===== config.mk =====
export PLATFORM = sky130hd
export DESIGN_NAME = issue_select
export DESIGN_NICKNAME = d
export VERILOG_FILES = /design/src/rtl/sys_defs.sv /design/src/rtl/issue_select_rr_arbiter.sv /design/src/rtl/issue_select.sv
export SDC_FILE = /design/constraint.sdc
export NUM_CORES = 1
export LEC_CHECK = 0
export ABC_CLOCK_PERIOD_IN_PS = 3500
export BUFFER_PORTS_ARGS = -buffer_cell sky130_fd_sc_hd__buf_2
export CORE_AREA = 2 2 270 272
export DETAILED_ROUTE_END_ITERATION = 8
export DIE_AREA = 0 0 272 274
export HOLD_SLACK_MARGIN = 0.08
export SYNTH_ARGS = -nofsm -noshare
export SYNTH_HDL_FRONTEND = slang
export SYNTH_SLANG_ARGS = --single-unit

===== constraint.sdc =====
create_clock -name clock -period 3.5 [get_ports clock]
set_input_delay 0.7 -clock clock [delete_from_list [all_inputs] [get_ports clock]]
set_output_delay 0.7 -clock clock [all_outputs]
set_load 0.03 [all_outputs]

===== src/rtl/sys_defs.sv =====
// Shared system definitions: issue packet layout and the default reservation
// station depth used by the issue stage and its arbiter.
package sys_defs;

    // Default number of reservation station entries arbitrated by issue.
    localparam int RS_SIZE_DEFAULT = 8;

    // Packet handed from a reservation station entry to the execute stage.
    typedef struct packed {
        logic [31:0] pc;
        logic [31:0] inst;
        logic [5:0]  dest_tag;
    } IS_PACKET;

endpackage


===== src/rtl/issue_select_rr_arbiter.sv =====
// rr_arbiter: picks one requester out of N for the issue stage.
// Build option ISSUE_RR_ARB_EN selects round-robin (search starts at an
// internal pointer that moves past each granted index). Without it the
// arbiter is fixed priority, lowest index wins, and holds no state.
module rr_arbiter
    import sys_defs::*;
#(
    parameter int N = RS_SIZE_DEFAULT
)
(
    input  logic                 clock,
    input  logic                 reset,
    input  logic [N-1:0]         req,
    input  logic                 en,
    output logic [N-1:0]         gnt,
    output logic [$clog2(N)-1:0] gnt_idx,
    output logic                 gnt_valid
);

    localparam int IDX_W = $clog2(N);
    localparam logic [N-1:0]     ONE_HOT_BASE = N'(1);
    localparam logic [IDX_W-1:0] IDX_ONE      = IDX_W'(1);

    logic [IDX_W-1:0] gnt_idx_s;
    logic             found_s;

`ifdef ISSUE_RR_ARB_EN
    logic [IDX_W-1:0] ptr_r;

    // First requester at or after the pointer; index arithmetic wraps because N is a power of two.
    always_comb begin
        logic [IDX_W-1:0] idx_v;
        gnt_idx_s = '0;
        found_s   = 1'b0;
        idx_v     = '0;
        for (int k = 0; k < N; k++) begin
            idx_v = ptr_r + k[IDX_W-1:0];
            if (!found_s && req[idx_v]) begin
                gnt_idx_s = idx_v;
                found_s   = 1'b1;
            end else begin
                found_s   = found_s;
            end
        end
    end

    // Pointer moves just past the winner, and only when the grant is actually taken.
    always_ff @(posedge clock) begin
        if (reset) begin
            ptr_r <= '0;
        end else if (en && found_s) begin
            ptr_r <= gnt_idx_s + IDX_ONE;
        end else begin
            ptr_r <= ptr_r;
        end
    end
`else
    logic unused_s;
    assign unused_s = &{1'b0, clock, reset, en};

    // Lowest-index requester wins.
    always_comb begin
        gnt_idx_s = '0;
        found_s   = 1'b0;
        for (int k = 0; k < N; k++) begin
            if (!found_s && req[k]) begin
                gnt_idx_s = k[IDX_W-1:0];
                found_s   = 1'b1;
            end else begin
                found_s   = found_s;
            end
        end
    end
`endif

    // Expand the winning index to a one-hot grant; all zero when nobody requests.
    always_comb begin
        if (found_s) begin
            gnt = ONE_HOT_BASE << gnt_idx_s;
        end else begin
            gnt = '0;
        end
    end

    assign gnt_idx   = gnt_idx_s;
    assign gnt_valid = found_s;

endmodule


===== src/rtl/issue_select.sv =====
// issue_select: chooses one ready reservation station entry per cycle and
// moves its packet into a single issue register facing the execute stage.
// The entry is told to clear itself in the same cycle it is granted; the
// packet appears on is_packet_out one edge later.
// Optional build macro ISSUE_RR_ARB_EN turns on round-robin arbitration;
// by default the lowest ready index is chosen.
module issue_select
    import sys_defs::*;
#(
    parameter int RS_SIZE = RS_SIZE_DEFAULT
)
(
    input  logic                 clock,
    input  logic                 reset,
    input  logic [RS_SIZE-1:0]   rs_busy,
    input  logic [RS_SIZE-1:0]   rs_ready,
    input  IS_PACKET [RS_SIZE-1:0] rs_packets,
    input  logic                 squash,
    input  logic                 ex_ready,
    output logic [RS_SIZE-1:0]   rs_clear,
    output IS_PACKET             is_packet_out,
    output logic                 is_valid,
    output logic [31:0]          issue_cnt
);

    localparam int IDX_W = $clog2(RS_SIZE);

    logic [RS_SIZE-1:0] cand_s;
    logic [RS_SIZE-1:0] arb_gnt_s;
    logic [IDX_W-1:0]   arb_idx_s;
    logic               arb_valid_s;
    logic               grant_s;

    IS_PACKET           is_packet_r;
    logic               is_valid_r;
    logic [31:0]        issue_cnt_r;

    // An entry competes only when it holds an instruction and both operands are present.
    assign cand_s = rs_busy & rs_ready;

    rr_arbiter #(
        .N (RS_SIZE)
    ) u_arb (
        .clock     (clock),
        .reset     (reset),
        .req       (cand_s),
        .en        (grant_s),
        .gnt       (arb_gnt_s),
        .gnt_idx   (arb_idx_s),
        .gnt_valid (arb_valid_s)
    );

    // Grant when the issue slot is free or draining, nothing is being flushed, and reset is low.
    always_comb begin
        if (!reset && !squash && (!is_valid_r || ex_ready) && arb_valid_s) begin
            grant_s = 1'b1;
        end else begin
            grant_s = 1'b0;
        end
    end

    // Clear pulse to the granted entry, same cycle as the grant.
    always_comb begin
        if (grant_s) begin
            rs_clear = arb_gnt_s;
        end else begin
            rs_clear = '0;
        end
    end

    // Issue register: reset, flush, load, drain or hold, in that priority.
    always_ff @(posedge clock) begin
        if (reset) begin
            is_packet_r <= '0;
            is_valid_r  <= 1'b0;
            issue_cnt_r <= 32'd0;
        end else if (squash) begin
            is_packet_r <= is_packet_r;
            is_valid_r  <= 1'b0;
            issue_cnt_r <= issue_cnt_r;
        end else if (grant_s) begin
            is_packet_r <= rs_packets[arb_idx_s];
            is_valid_r  <= 1'b1;
            issue_cnt_r <= issue_cnt_r + 32'd1;
        end else if (ex_ready) begin
            is_packet_r <= is_packet_r;
            is_valid_r  <= 1'b0;
            issue_cnt_r <= issue_cnt_r;
        end else begin
            is_packet_r <= is_packet_r;
            is_valid_r  <= is_valid_r;
            issue_cnt_r <= issue_cnt_r;
        end
    end

    assign is_packet_out = is_packet_r;
    assign is_valid      = is_valid_r;
    assign issue_cnt     = issue_cnt_r;

endmodule


==> flow_summary.json, run 1 <==
{
  "synth_edf_count": 0,
  "grt_max_degree": 70,
  "ys.flop_type": "dfxtp_1",
  "cts_root_buf": "clkbuf_16",
  "clock_power_share_pct": 26.5,
  "setup_viol": 0,
  "clock_skew_ns": 0.0184,
  "drt_first_pass_iters": 7,
  "die_h_um": 274,
  "cp_data_arrival_time_ns": 2.58,
  "hold_buffers": 0,
  "fin_util_pct": 19.7,
  "grt_util_all_layers_pct": 14.0,
  "clock_latency_ns": 0.40,
  "hp-start": "is_packet_out[21]$_SDFFE_PP0P_",
  "mappedNetlistArea_um2": 9200,
  "total_power_mw": 4.43,
  "chipWidth_um": 272,
  "io_buffers": 690,
  "grt_overflow": 0,
  "wl_met2_mm": 24.8,
  "vias_per_cell": 4.49,
  "power_density_nw_per_um2": 312,
  "timing.rr.end": "is_packet_out[14]$_SDFFE_PP0P_",
  "drv_slew": 0,
  "synthDistinctLibCells": 49,
  "critical-path-slowest-cell": "or3_4",
  "drt_wl_total_mm": 55.8,
  "hold_viol_final": 0,
  "ys_ff_latch": 103,
  "vias": 12700,
  "finalCritPeriodShare_pct": 93.8,
  "placed_cells": 2801,
  "rr_worst_depth": 8,
  "ys_top_cells_by_area": "dfxtp_1 22%, nand2_1 8.2%, mux2_4 7.7%, a22oi_2 5.4%, and3_1 5.1%",
  "p_int_mw": 2.59,
  "cp_num_buf_inv": 2,
  "fin_nets": 2434,
  "crit_path_start_kind": "input port",
  "p_leak_nw": 6.45,
  "async_reset_ff_share_pct": 0,
  "met1_length_mm": 23.9,
  "dpl_worst_slack_ns": 0.256,
  "clock_sinks": 103,
  "grt_antenna_before_repair": 17,
  "die_area_um2": 74500,
  "worstPathCellList": "buf_2, a22o_1, or2_1, or3_4, nor3_1, buf_12",
  "syn_avg_cell_area_um2": 7.49,
  "ctsResizeCount": 0,
  "hold_class": "flop to flop",
  "met3_length_mm": 4.89,
  "final_cell_mix": "689 x buf_2, 201 x nand2_1, 103 x dfxtp_1",
  "peakVddDrop_mv": 0.196,
  "nFillCells": 8194,
  "slew_headroom_pct": 48.5,
  "fmax_mhz": 305,
  "timing.rr.start": "is_valid$_SDFFE_PP0P_",
  "stdcell_count": 2825,
  "syn_inst": 1228,
  "cts_buffers": 9,
  "fin_crit_ns": 3.28,
  "rows": 99,
  "ys_seq_area_share_pct": 22.4,
  "grt_pass1_vias": 11900,
  "status": "completed",
  "cts_setup_buffers": 0,
  "r2r_slack_ns": 1.04,
  "drive_gt1_share_pct": 46.8,
  "grt_pass1_wl_mm": 77.7,
  "final_common_cell": "buf_2",
  "rsz0062_at_grt": "false",
  "start_util_pct": 12.8,
  "swShare_pct": 41.5,
  "hold_depth": 2,
  "cp_top_family": "simple AND/OR/NAND/NOR gates",
  "core_area_um2": 72000,
  "post_drt_wl_per_cell_um": 19.8,
  "route.detailed.drc": 0,
  "pwr-share-comb_pct": 43.0,
  "path_max_fanout": 7,
  "routed.top_layer": "met5",
  "syn2layout_area_growth_pct": 54.4,
  "tightest_slew_ns": 0.771,
  "postRouteAntennaNets": 0,
  "ctsHtreeMaxLevel": 3,
  "endpoint_kind": "output pin",
  "cts_buffer_depth": 2,
  "cpPeakStageDelay_ns": 0.52,
  "cts_tree": "done",
  "tns_ns": 0,
  "crit_type": "input port to output pin",
  "power.switching_mw": 1.84,
  "cp.required_ns": 2.80,
  "clkTransAtPathRegs_ns": 0.08,
  "dpl.hpwl_mm": 43.5,
  "yosysTopAreaCell": "dfxtp_1",
  "yosys_warnings": 0,
  "cap_violations": 0,
  "io_pins": 691,
  "layout_setup_ws_ns": 0.216,
  "syn_nets": 1809,
  "drtIter0Drc": 863,
  "whs_endpoint": "is_packet_out[21]$_SDFFE_PP0P_",
  "gp_congestion": 0.900,
  "p_seq_share_pct": 30.4,
  "synth_top_area_share_pct": 22.4,
  "startpoint": "rs_busy[2]"
}
cells in the mapped netlist, types with 5 or more instances:
library cell  count
nand2_1         202
dfxtp_1         103
and3_1           75
clkbuf_1         69
nor2_1           59
a21oi_1          56
nand3_1          56
o21ai_0          55
a21boi_0         48
a21o_1           47
a31oi_1          47
mux2_4           47
o311ai_1         47
a22oi_2          40
buf_2            29
a211oi_1         23
o21a_1           23
o221ai_1         23
o22ai_1          23
buf_1            22
a31o_1           17
xnor2_1          15
nor3_1           12
nand4_1           9
or3_1             9
xor2_1            9
a22oi_1           8
buf_6             8
buf_4             7
a31o_2            6
inv_1             5
cell type report:
class | count | area (µm²) | area share, %
diodes | 8 | 20.0 | 0.141
clock buffers | 9 | 225 | 1.59
clock inverters | 7 | 86.3 | 0.608
inverters | 5 | 18.8 | 0.132
multi-input cells | 985 | 6540 | 46.1
flip-flops and latches | 103 | 2060 | 14.5
well taps | 959 | 1200 | 8.45
repair buffers | 749 | 4050 | 28.5
metrics by stage:
stage | instance area [µm²] | hold WS, ns
2_1_floorplan | 9200 | 0.625
3_3_place_gp | 13900 | 0.444
3_5_place_dp | 13900 | 0.448
4_1_cts | 14200 | 0.470
5_1_grt | 14200 | 0.489
6_report | 14200 | 0.469
sequential cells by signal, summed over array words and instances (netlist names):
| register | cells |
|---|---|
| is_valid | 1 |
| issue_cnt | 32 |
| is_packet_out | 70 |
metal layers:
| metal | GRT usage [%] | up-vias |
|---|---|---|
| li1 | - | 5857 |
| met1 | 18.4 | 5980 |
| met2 | 21.4 | 722 |
| met3 | 3.66 | 106 |
| met4 | 6.51 | 14 |
| met5 | 0 | - |
cells by family (layout without fill, tap and decap cells):
| logic type | Yosys count | in the layout | synth area share, % |
|---|---|---|---|
| buffers and inverters | 140 | 770 | 7.04 |
| and+or+nand+nor | 441 | 441 | 22.3 |
| adders and majority gates | 1 | 1 | 0.136 |
| DFF | 103 | 103 | 22.4 |
| other | 0 | 8 | 0 |
| AOI/OAI and AO/OA | 472 | 472 | 38.2 |
| muxes | 47 | 47 | 7.67 |
| xor gates and xnor gates | 24 | 24 | 2.28 |
power by group through the flow:
| stage | Combinational, mW | Clock, mW | Sequential, mW |
|---|---|---|---|
| floorplan | 0.871 | 0 | 1.58 |
| global placement | 1.90 | 0 | 1.37 |
| global route | 2.05 | 1.29 | 1.36 |
| finish | 1.91 | 1.18 | 1.35 |
| CTS | 1.91 | 1.25 | 1.35 |
| detailed placement | 1.90 | 0 | 1.37 |
worst max-delay path by stage:
stage / endpoint / slack [ns] / cells after the start
after global placement: rs_clear[4] / 0.24 / 6
after CTS: rs_clear[4] / 0.23 / 6
after detailed placement: rs_clear[4] / 0.26 / 6
final: rs_clear[4] / 0.22 / 6
after global routing: rs_clear[4] / 0.16 / 6
after floorplan: rs_clear[5] / 0.08 / 7
worst min-delay path, cell delays in order, from the launching register on:
cell and delay (ns):
dfxtp_1 0.33, nand2_1 0.05, o221ai_1 0.06
No activity file was read; power rests on OpenSTA's default activity.
==> run 2, diff against run 1 <==
--- a/config.mk
+++ b/config.mk
@@ -7,10 +7,12 @@
 export LEC_CHECK = 0
 export ABC_CLOCK_PERIOD_IN_PS = 3500
 export BUFFER_PORTS_ARGS = -buffer_cell sky130_fd_sc_hd__buf_2
+export CAP_MARGIN = 20
 export CORE_AREA = 2 2 270 272
 export DETAILED_ROUTE_END_ITERATION = 8
 export DIE_AREA = 0 0 272 274
 export HOLD_SLACK_MARGIN = 0.08
+export PLACE_DENSITY = 0.39
 export SYNTH_ARGS = -nofsm -noshare
 export SYNTH_HDL_FRONTEND = slang
 export SYNTH_SLANG_ARGS = --single-unit
==> run 2 against run 1 <==
  * Highest routed layer unchanged
  * Setup slack better by 0.13 ns
  * Final area is 0.30% lower
  * First-iteration DRC count is 25% lower
  * Critical endpoint unchanged
  * Fmax is 4.0% higher
  * Routed wire length is 6.9% higher
  * Sequential power hardly changed
  * Largest power group unchanged
  * Combinational power hardly changed
==> flow_summary.json, run 2 (synthesis gave the netlist of run 1 again) <==
{
  "clock_sinks": 103,
  "die_area_um2": 74500,
  "ctsResizeCount": 0,
  "cap_violations": 0,
  "grt_overflow": 0,
  "nFillCells": 8260,
  "tightest_slew_ns": 0.952,
  "finalCritPeriodShare_pct": 90.2,
  "clock_skew_ns": 0.0182,
  "drv_slew": 0,
  "drive_gt1_share_pct": 46.4,
  "hold_class": "flop to flop",
  "cp.required_ns": 2.80,
  "core_area_um2": 72000,
  "cts_buffer_depth": 2,
  "crit_path_start_kind": "input port",
  "crit_type": "input port to output pin",
  "cts_setup_buffers": 0,
  "chipWidth_um": 272,
  "grt_pass1_wl_mm": 83.2,
  "grt_pass1_vias": 12500,
  "cp_top_family": "simple AND/OR/NAND/NOR gates",
  "total_power_mw": 4.52,
  "fin_nets": 2421,
  "cts_root_buf": "clkbuf_16",
  "post_drt_wl_per_cell_um": 21.3,
  "drt_wl_total_mm": 59.7,
  "clkTransAtPathRegs_ns": 0.11,
  "postRouteAntennaNets": 0,
  "cp_data_arrival_time_ns": 2.46,
  "rsz0062_at_grt": "false",
  "die_h_um": 274,
  "final_cell_area_um2": 14200,
  "met1_length_mm": 26.1,
  "clock_latency_ns": 0.41,
  "stdcell_count": 2809,
  "io_buffers": 690,
  "rows": 99,
  "cts_tree": "done",
  "routed.top_layer": "met5",
  "slew_headroom_pct": 36.5,
  "met3_length_mm": 3.54,
  "tns_ns": 0,
  "grt_max_degree": 74,
  "cpPeakStageDelay_ns": 0.51,
  "final_cell_mix": "689 x buf_2, 202 x nand2_1, 103 x dfxtp_1",
  "hold_buffers": 0,
  "grt_antenna_before_repair": 8,
  "vias": 12400,
  "placed_cells": 2788,
  "status": "completed",
  "fin_crit_ns": 3.16,
  "start_util_pct": 12.8,
  "largest_register_ffs": 70,
  "path_max_fanout": 7,
  "peakVddDrop_mv": 0.227,
  "setup_viol": 0,
  "hold_viol_final": 0,
  "p_leak_nw": 6.41,
  "gp_congestion": 0.880,
  "endpoint_kind": "output pin",
  "grt_util_all_layers_pct": 15.0,
  "cts_buffers": 9,
  "fmax_mhz": 317,
  "power_density_nw_per_um2": 319,
  "wl_met2_mm": 28.7,
  "syn2layout_area_growth_pct": 53.9,
  "hold_slack_ns": 0.472,
  "io_pins": 691,
  "ctsHtreeMaxLevel": 3,
  "final_common_cell": "buf_2",
  "cp_num_buf_inv": 3,
  "drtIter0Drc": 650,
  "worstPathCellList": "buf_2, a22o_1, or2_1, or3_4, nor3_1, buf_4, buf_12",
  "dpl-instance-area_um2": 13800,
  "drt_first_pass_iters": 5,
  "critical-path-slowest-cell": "or3_4",
  "vias_per_cell": 4.42,
  "dpl.hpwl_mm": 45.5,
  "route.detailed.drc": 0
}
-- run 2: cell count changes in the layout (fill, tap and decap cells not counted), sizes merged --
cell,change
buf,-13
clkinv,-3
diode,-3
inv,+3
-- run 2: layer usage --
metal  vias to the layer above  track usage (%)
met2                       515             25.2
met5                         -                0
met3                        57             2.75
met1                      5992             19.4
li1                       5834                -
met4                         4             4.42
-- run 2: cell type report --
| cell class | count | area, µm² | share of cell area [%] |
|---|---|---|---|
| flip-flops and latches | 103 | 2060 | 14.6 |
| clock inverters | 7 | 101 | 0.716 |
| inverters | 5 | 18.8 | 0.133 |
| multi-input cells | 985 | 6540 | 46.2 |
| well taps | 959 | 1200 | 8.47 |
| repair buffers | 736 | 4000 | 28.3 |
| diodes | 5 | 12.5 | 0.0884 |
| clock buffers | 9 | 225 | 1.59 |
-- run 2: path summary, 6_finish.rpt --
| path | from | slack, ns | cells past startpoint | end |
|---|---|---|---|---|
| setup / recovery | rs_busy[2] | 0.34 | 7 | rs_clear[4] |
| hold / removal | is_packet_out[29]$_SDFFE_PP0P_ | 0.47 | 2 | is_packet_out[29]$_SDFFE_PP0P_ |
| setup reg to reg | issue_cnt[14]$_SDFFE_PP0P_ | 1.10 | 6 | issue_cnt[31]$_SDFFE_PP0P_ |
| hold reg to reg | is_packet_out[29]$_SDFFE_PP0P_ | 0.47 | 2 | is_packet_out[29]$_SDFFE_PP0P_ |
-- run 2: per-stage QoR --
step / setup WS [ns] / utilization, %
6_report: 0.343 / 19.7
5_1_grt: 0.208 / 19.7
4_1_cts: 0.280 / 19.7
3_5_place_dp: 0.297 / 19.2
3_3_place_gp: 0.352 / 19.2
2_1_floorplan: 0.0828 / -
-- run 2: tightest hold or removal path: cells and delay by family, from the launching register on --
family / cells / cell delay, ns
compound gates: 1 / 0.06
flops: 1 / 0.34
simple gates: 1 / 0.05
-- run 2: power by group --
part	internal [mW]	leakage, nW	switching [mW]	total, mW
clock	0.537	0.157	0.723	1.26
combinational	0.794	5.41	1.11	1.91
sequential	1.28	0.843	0.0739	1.35
total	2.61	6.41	1.91	4.52
